<file path="config.mk">
export PLATFORM = sky130hd
export DESIGN_NAME = bus_arb
export DESIGN_NICKNAME = d
export VERILOG_FILES = /design/src/rtl/bus_pkg.sv /design/src/rtl/bus_rr_pick.sv /design/src/rtl/bus_arb.sv
export SDC_FILE = /design/constraint.sdc
export NUM_CORES = 1
export LEC_CHECK = 0
export CORE_AREA = 2 2 436 438
export DETAILED_ROUTE_END_ITERATION = 16
export DIE_AREA = 0 0 438 440
export PLACE_DENSITY = 0.33
export SYNTH_ARGS = -nofsm -noshare
export SYNTH_HDL_FRONTEND = slang
export SYNTH_SLANG_ARGS = --single-unit
export TNS_END_PERCENT = 50
</file>
<file path="constraint.sdc">
create_clock -name clk -period 1.4 [get_ports clk]
set_input_delay 0.35 -clock clk [delete_from_list [all_inputs] [get_ports clk]]
set_output_delay 0.35 -clock clk [all_outputs]
set_load 0.01 [all_outputs]
</file>
<file path="src/rtl/bus_pkg.sv">
// Shared constants for the bus arbiter: parameter defaults, mode encodings and
// the ceiling-log2 helper used to size select fields.
package bus_pkg;

    localparam int WIDTH_DEF  = 32;
    localparam int NSRC_DEF   = 32;

    localparam int MODE_FIXED = 0;
    localparam int MODE_RR    = 1;

    typedef enum logic {
        ARB_FIXED = 1'b0,
        ARB_RR    = 1'b1
    } arb_mode_e;

    function automatic int clog2(input int n);
        int r;
        r = 0;
        for (int i = 0; i < 31; i++) begin
            if ((1 << i) < n) r = i + 1;
        end
        return r;
    endfunction

endpackage

</file>
<file path="src/rtl/bus_rr_pick.sv">
// Circular first-one finder: returns the first asserted request at or after
// start, wrapping from N-1 back to 0.
module bus_rr_pick #(
    parameter int N    = 32,
    parameter int SELW = 5
) (
    input  logic [N-1:0]    req,
    input  logic [SELW-1:0] start,
    output logic [SELW-1:0] win,
    output logic            any
);

    always_comb begin
        int idx;
        win = '0;
        any = 1'b0;
        for (int i = 0; i < N; i++) begin
            idx = int'(start) + i;
            if (idx >= N) idx = idx - N;
            if (!any && req[idx]) begin
                any = 1'b1;
                win = SELW'(idx);
            end
        end
    end

endmodule

</file>
<file path="src/rtl/bus_arb.sv">
// Registered multi-source bus arbiter with fixed-priority or round-robin grant,
// contention pulse, sticky contention flag and saturating contention counter.
module bus_arb
    import bus_pkg::*;
#(
    parameter int WIDTH = WIDTH_DEF,
    parameter int NSRC  = NSRC_DEF,
    parameter int MODE  = MODE_FIXED,
    localparam int SELW = clog2(NSRC)
) (
    input  logic                  clk,
    input  logic                  clr,
    input  logic [NSRC-1:0]       src_en,
    input  logic [NSRC*WIDTH-1:0] src_data,
    input  logic                  hold,
    input  logic                  err_clr,
    output logic [WIDTH-1:0]      bus_out,
    output logic                  bus_valid,
    output logic [SELW-1:0]       bus_sel,
    output logic                  contention,
    output logic                  err_sticky,
    output logic [7:0]            err_cnt
);

    logic [WIDTH-1:0] bus_out_q,    bus_out_d;
    logic             bus_valid_q,  bus_valid_d;
    logic [SELW-1:0]  bus_sel_q,    bus_sel_d;
    logic             contention_q, contention_d;
    logic             err_sticky_q, err_sticky_d;
    logic [7:0]       err_cnt_q,    err_cnt_d;
    logic [SELW-1:0]  rr_ptr_q,     rr_ptr_d;

    logic [SELW-1:0]  start;
    logic [SELW-1:0]  win;
    logic             any_req;
    logic             multi_req;

    // Fixed priority is the same circular search anchored at index 0.
    assign start     = (MODE == MODE_RR) ? rr_ptr_q : '0;
    assign multi_req = ($countones(src_en) > 1);

    bus_rr_pick #(
        .N    (NSRC),
        .SELW (SELW)
    ) u_pick (
        .req   (src_en),
        .start (start),
        .win   (win),
        .any   (any_req)
    );

    always_comb begin
        bus_out_d    = bus_out_q;
        bus_valid_d  = 1'b0;
        bus_sel_d    = bus_sel_q;
        contention_d = 1'b0;
        err_sticky_d = err_sticky_q;
        err_cnt_d    = err_cnt_q;
        rr_ptr_d     = rr_ptr_q;

        // Hold freezes everything, including a pending err_clr.
        if (!hold) begin
            if (any_req) begin
                bus_out_d   = src_data[int'(win)*WIDTH +: WIDTH];
                bus_sel_d   = win;
                bus_valid_d = 1'b1;
                if (MODE == MODE_RR) begin
                    rr_ptr_d = (int'(win) == NSRC - 1) ? '0 : win + SELW'(1);
                end
            end
            if (err_clr) err_sticky_d = 1'b0;
            if (multi_req) begin
                contention_d = 1'b1;
                err_sticky_d = 1'b1;
                if (err_cnt_q != 8'hFF) err_cnt_d = err_cnt_q + 8'd1;
            end
        end
    end

    always_ff @(posedge clk or negedge clr) begin
        if (!clr) begin
            bus_out_q    <= '0;
            bus_valid_q  <= 1'b0;
            bus_sel_q    <= '0;
            contention_q <= 1'b0;
            err_sticky_q <= 1'b0;
            err_cnt_q    <= '0;
            rr_ptr_q     <= '0;
        end else begin
            bus_out_q    <= bus_out_d;
            bus_valid_q  <= bus_valid_d;
            bus_sel_q    <= bus_sel_d;
            contention_q <= contention_d;
            err_sticky_q <= err_sticky_d;
            err_cnt_q    <= err_cnt_d;
            rr_ptr_q     <= rr_ptr_d;
        end
    end

    assign bus_out    = bus_out_q;
    assign bus_valid  = bus_valid_q;
    assign bus_sel    = bus_sel_q;
    assign contention = contention_q;
    assign err_sticky = err_sticky_q;
    assign err_cnt    = err_cnt_q;

endmodule

</file>
==> results.py <==
metrics = {
    "cells_and_area": {
        "nNetsFinal": 4601,
        "fin_cells": 6036,
        "syn_to_final_growth_pct": 196,
        "drive_above_1_share": 0.283,
        "final_core_util": 0.183,
    },
    "status": {
        "status": "complete, but fails checks",
        "violations": "negative setup slack",
    },
    "synth": {
        "ys_seq_area_frac": 0.103,
        "synth.distinct_cells": 59,
        "synth_warnings": 0,
        "synthTopCellsByArea": "nand2_1 (25%), dfrtp_1 (10%), nand3_1 (10%)",
        "syn-num-nets": 3070,
        "yosysTopAreaCellShare": 0.246,
        "ys_ff_latch": 48,
        "syn_area_per_cell_um2": 5.90,
        "synth_ff_type": "dfrtp_1",
        "syn_area_um2": 11600,
        "async_reset_ff_frac": 1.00,
        "synth_largest_area_cell": "nand2_1",
        "postSynthCellCount": 1976,
        "synth-edff-count": 0,
    },
    "die": {
        "die_h_um": 440,
        "top_level_ports": 1108,
        "design.die.area_um2": 193000,
        "core_area_um2": 189000,
        "rows": 160,
        "die_x_um": 438,
        "initial_core_util": 0.0618,
    },
    "setup_path": {
        "crit_path_cell_trace": "clkdlybuf4s15_1 -> fa_1 -> buf_6 -> fa_1 -> inv_1 -> fa_1 -> fa_1 -> fa_1 -> fa_1 -> inv_2 -> ha_4 -> fa_2 -> nor3_2 -> a31o_4 -> nor2_4 -> and3_4 -> nand4_1 -> xnor2_1",
        "cp_max_fo": 4,
        "crit_start": "src_en[15]",
        "crit_top_cell": "fa_1",
        "r2r-start": "err_cnt[1]$_DFFE_PN0P_",
        "cp_top_family": "adder cells",
        "start_kind": "primary input",
        "rrSetupSlack_ps": -120,
        "cpMaxStageDelayCell": "fa_2",
        "required_ps": 1640,
        "arrival_ps": 5350,
        "max_stage_delay_ps": 550,
        "critical_path_class": "in -> reg",
        "cp.buffers_inverters": 4,
        "end_kind": "flip-flop",
    },
    "pwr": {
        "powerDensity_nw_per_um2": 525,
        "p_comb_frac": 0.801,
        "swShare": 0.431,
        "p_int_mw": 10.3,
        "p_clk_frac": 0.092,
        "irDropWorstVdd_v": 0.000778,
        "power.switching_mw": 7.79,
        "p_seq_frac": 0.106,
        "static-leakage-power_nw": 13.7,
    },
    "global_route": {
        "gr-usage-met2": 0.336,
        "grt_overflow_total": 0,
        "use_met1": 0.203,
        "grtUsageTotal": 0.175,
        "top_usage_layer": "met2",
        "met3_usage": 0.0287,
        "grt_start_max_net_pins": 62,
        "grt_pass1_wl_um": 223000,
        "antenna_found_initial": 103,
        "grt_pass1_vias": 22500,
    },
    "clocking": {
        "cts_buffer_depth": 2,
        "cts_inserted_buffers": 5,
        "cts_tree": "done",
        "cts-root-buf": "clkbuf_16",
        "clk_pin_slew_ps": 90,
        "clk_latency_ps": 350,
        "htreeDepth": 2,
        "cts.sinks": 48,
    },
    "sta": {
        "hold_violations": 0,
        "fin_skew_ps": 0.707,
        "fin_ws_ps": -3710,
        "worstMarginPinSlew_ps": 778,
        "rsz0062_at_grt": "true",
        "slew_viol_final": 0,
        "fin_crit_ps": 5110,
        "relSlewSlack": 0.481,
        "setup_tns_ps": -110740,
        "period_share": 3.65,
        "max_freq_mhz": 196,
        "setup_viol": 48,
    },
    "drt": {
        "vias": 22000,
        "dr.pass1.iters": 5,
        "viasPerCell": 3.64,
        "drt_iter0_drc": 1323,
        "wl_um": 180000,
        "drc": 0,
        "ant_nets": 0,
        "wire_per_inst_um": 29.9,
    },
    "place": {
        "place.gp.congestion": 0.913,
        "post-dp-hpwl_um": 152000,
        "port_buffers": 1107,
        "preCtsSetupSlack_ps": -4560,
        "dpl.cell_count": 5853,
    },
    "worst_hold_path": {
        "min_from": "bus_sel[1]$_DFFE_PN0P_",
        "hp-class": "reg -> reg",
    },
    "flow_run": {
        "cap_violations": 0,
    },
}
==> area by class of cell <==
type	count	area (um^2)
diodes	17	42.5
clock buffers	6	139
clock inverters	2	15.0
fillers	21400	154000
inverters	43	166
multi-input cells	1710	11900
flip-flops and latches	48	1200
well taps	2511	3140
repair buffers	1699	17900
==> state kept, by name (all words and copies together) (netlist names) <==
name,count
bus_out,32
bus_sel,5
bus_valid,1
err_cnt,8
contention,1
err_sticky,1
==> final timing paths <==
kind                       cells past startpoint                       to
max                                           18   err_cnt[6]$_DFFE_PN0P_
min                                            2   bus_sel[1]$_DFFE_PN0P_
max reg2reg                                    8   err_cnt[0]$_DFFE_PN0P_
min reg2reg                                    2   bus_sel[1]$_DFFE_PN0P_
max in group asynchronous                      3  bus_out[10]$_DFFE_PN0P_
min in group asynchronous                      3  bus_out[30]$_DFFE_PN0P_
==> cell families after synthesis <==
| family | Yosys count | synth area share |
|---|---|---|
| xor+xnor | 7 | 0.00526 |
| compound gates | 398 | 0.239 |
| fa+ha+maj | 34 | 0.0520 |
| simple gates | 1185 | 0.444 |
| buf+inv | 218 | 0.0830 |
| flops | 48 | 0.103 |
| mux | 86 | 0.0740 |
==> synthesized netlist by cell type (all sizes together) (2+ instances only) <==
cell     instances
a311oi          17
nand3          238
a2111o          14
o31ai            5
dfrtp           48
fa              24
o211ai          14
nor3            10
a22o             6
inv             43
a211o           13
and2            44
a32oi           27
or2              2
a211oi          63
a2111oi          3
buf            103
or4              4
nor2            29
a31oi           97
nor4             8
clkbuf          72
a21oi           65
nor3b            2
nand4           70
a221oi           5
nand2          763
ha              10
o21ai           14
or3b             2
xor2             3
and3             3
a21boi           6
xnor2            4
mux2i           85
nor2b            2
a31o             2
o22ai           33
a22oi            8
nand2b           5
==> worst reg2reg max path, cell delays in order, from the launching register on <==
cell and delay, ps:
dfrtp_1 410, ha_1 190, nand3_1 70, nor2_1 180
nor2_4 80, buf_4 130, buf_6 100, buf_4 120
xor2_1 130
==> per-stage QoR <==
step / total power [mW] / hold slack (ps) / instance area (um^2)
after floorplan: 6.15 / 54.4 / 11800
after global placement: 13.9 / 417 / 29300
after detailed placement: 13.7 / 426 / 29300
after CTS: 17.3 / 493 / 32800
after global routing: 19.3 / 505 / 34500
final: 18.1 / 494 / 34500
==> cell usage in the layout, fill, tap and decap left out, drive strengths merged, types with 4 or more instances in the layout <==
cell type         n
a2111o           14
a211o            13
a211oi           63
a21boi            6
a21oi            65
a221oi            5
a22o              6
a22oi             8
a311oi           17
a31oi            97
a32oi            27
and2             44
buf             599
clkbuf           35
clkdlybuf4s50  1031
dfrtp            48
diode            17
dlygate4sd2       7
dlymetal6s2s     28
fa               24
ha               10
inv              43
mux2i            85
nand2           763
nand2b            5
nand3           238
nand4            70
nor2             29
nor3             10
nor4              8
o211ai           14
o21ai            14
o22ai            33
o31ai             5
or4               4
xnor2             4
==> timing repair <==
action,CTS,global route
buffers inserted,112,72
hold buffers,1,0
hold endpoints to repair,9,0
cloned,15,16
setup endpoints to repair,90,87
gates resized for setup,537,308
pin swaps,154,160
==> power by group through the flow <==
stage	logic (mW)	clock network (mW)	registers, mW
global route	15.5	1.78	1.96
CTS	13.6	1.78	1.92
floorplan	4.14	0	2.01
global placement	11.9	0	1.93
finish	14.5	1.67	1.92
detailed placement	11.8	0	1.93
==> metal layers <==
| layer | share of wire | routed length (um) |
|---|---|---|
| met1 | 0.39 | 71000 |
| met2 | 0.53 | 96400 |
| met4 | 0.021 | 3790 |
| met5 | 0.0010 | 184 |
| met3 | 0.049 | 8900 |
No activity file was read; power rests on OpenSTA's default activity.
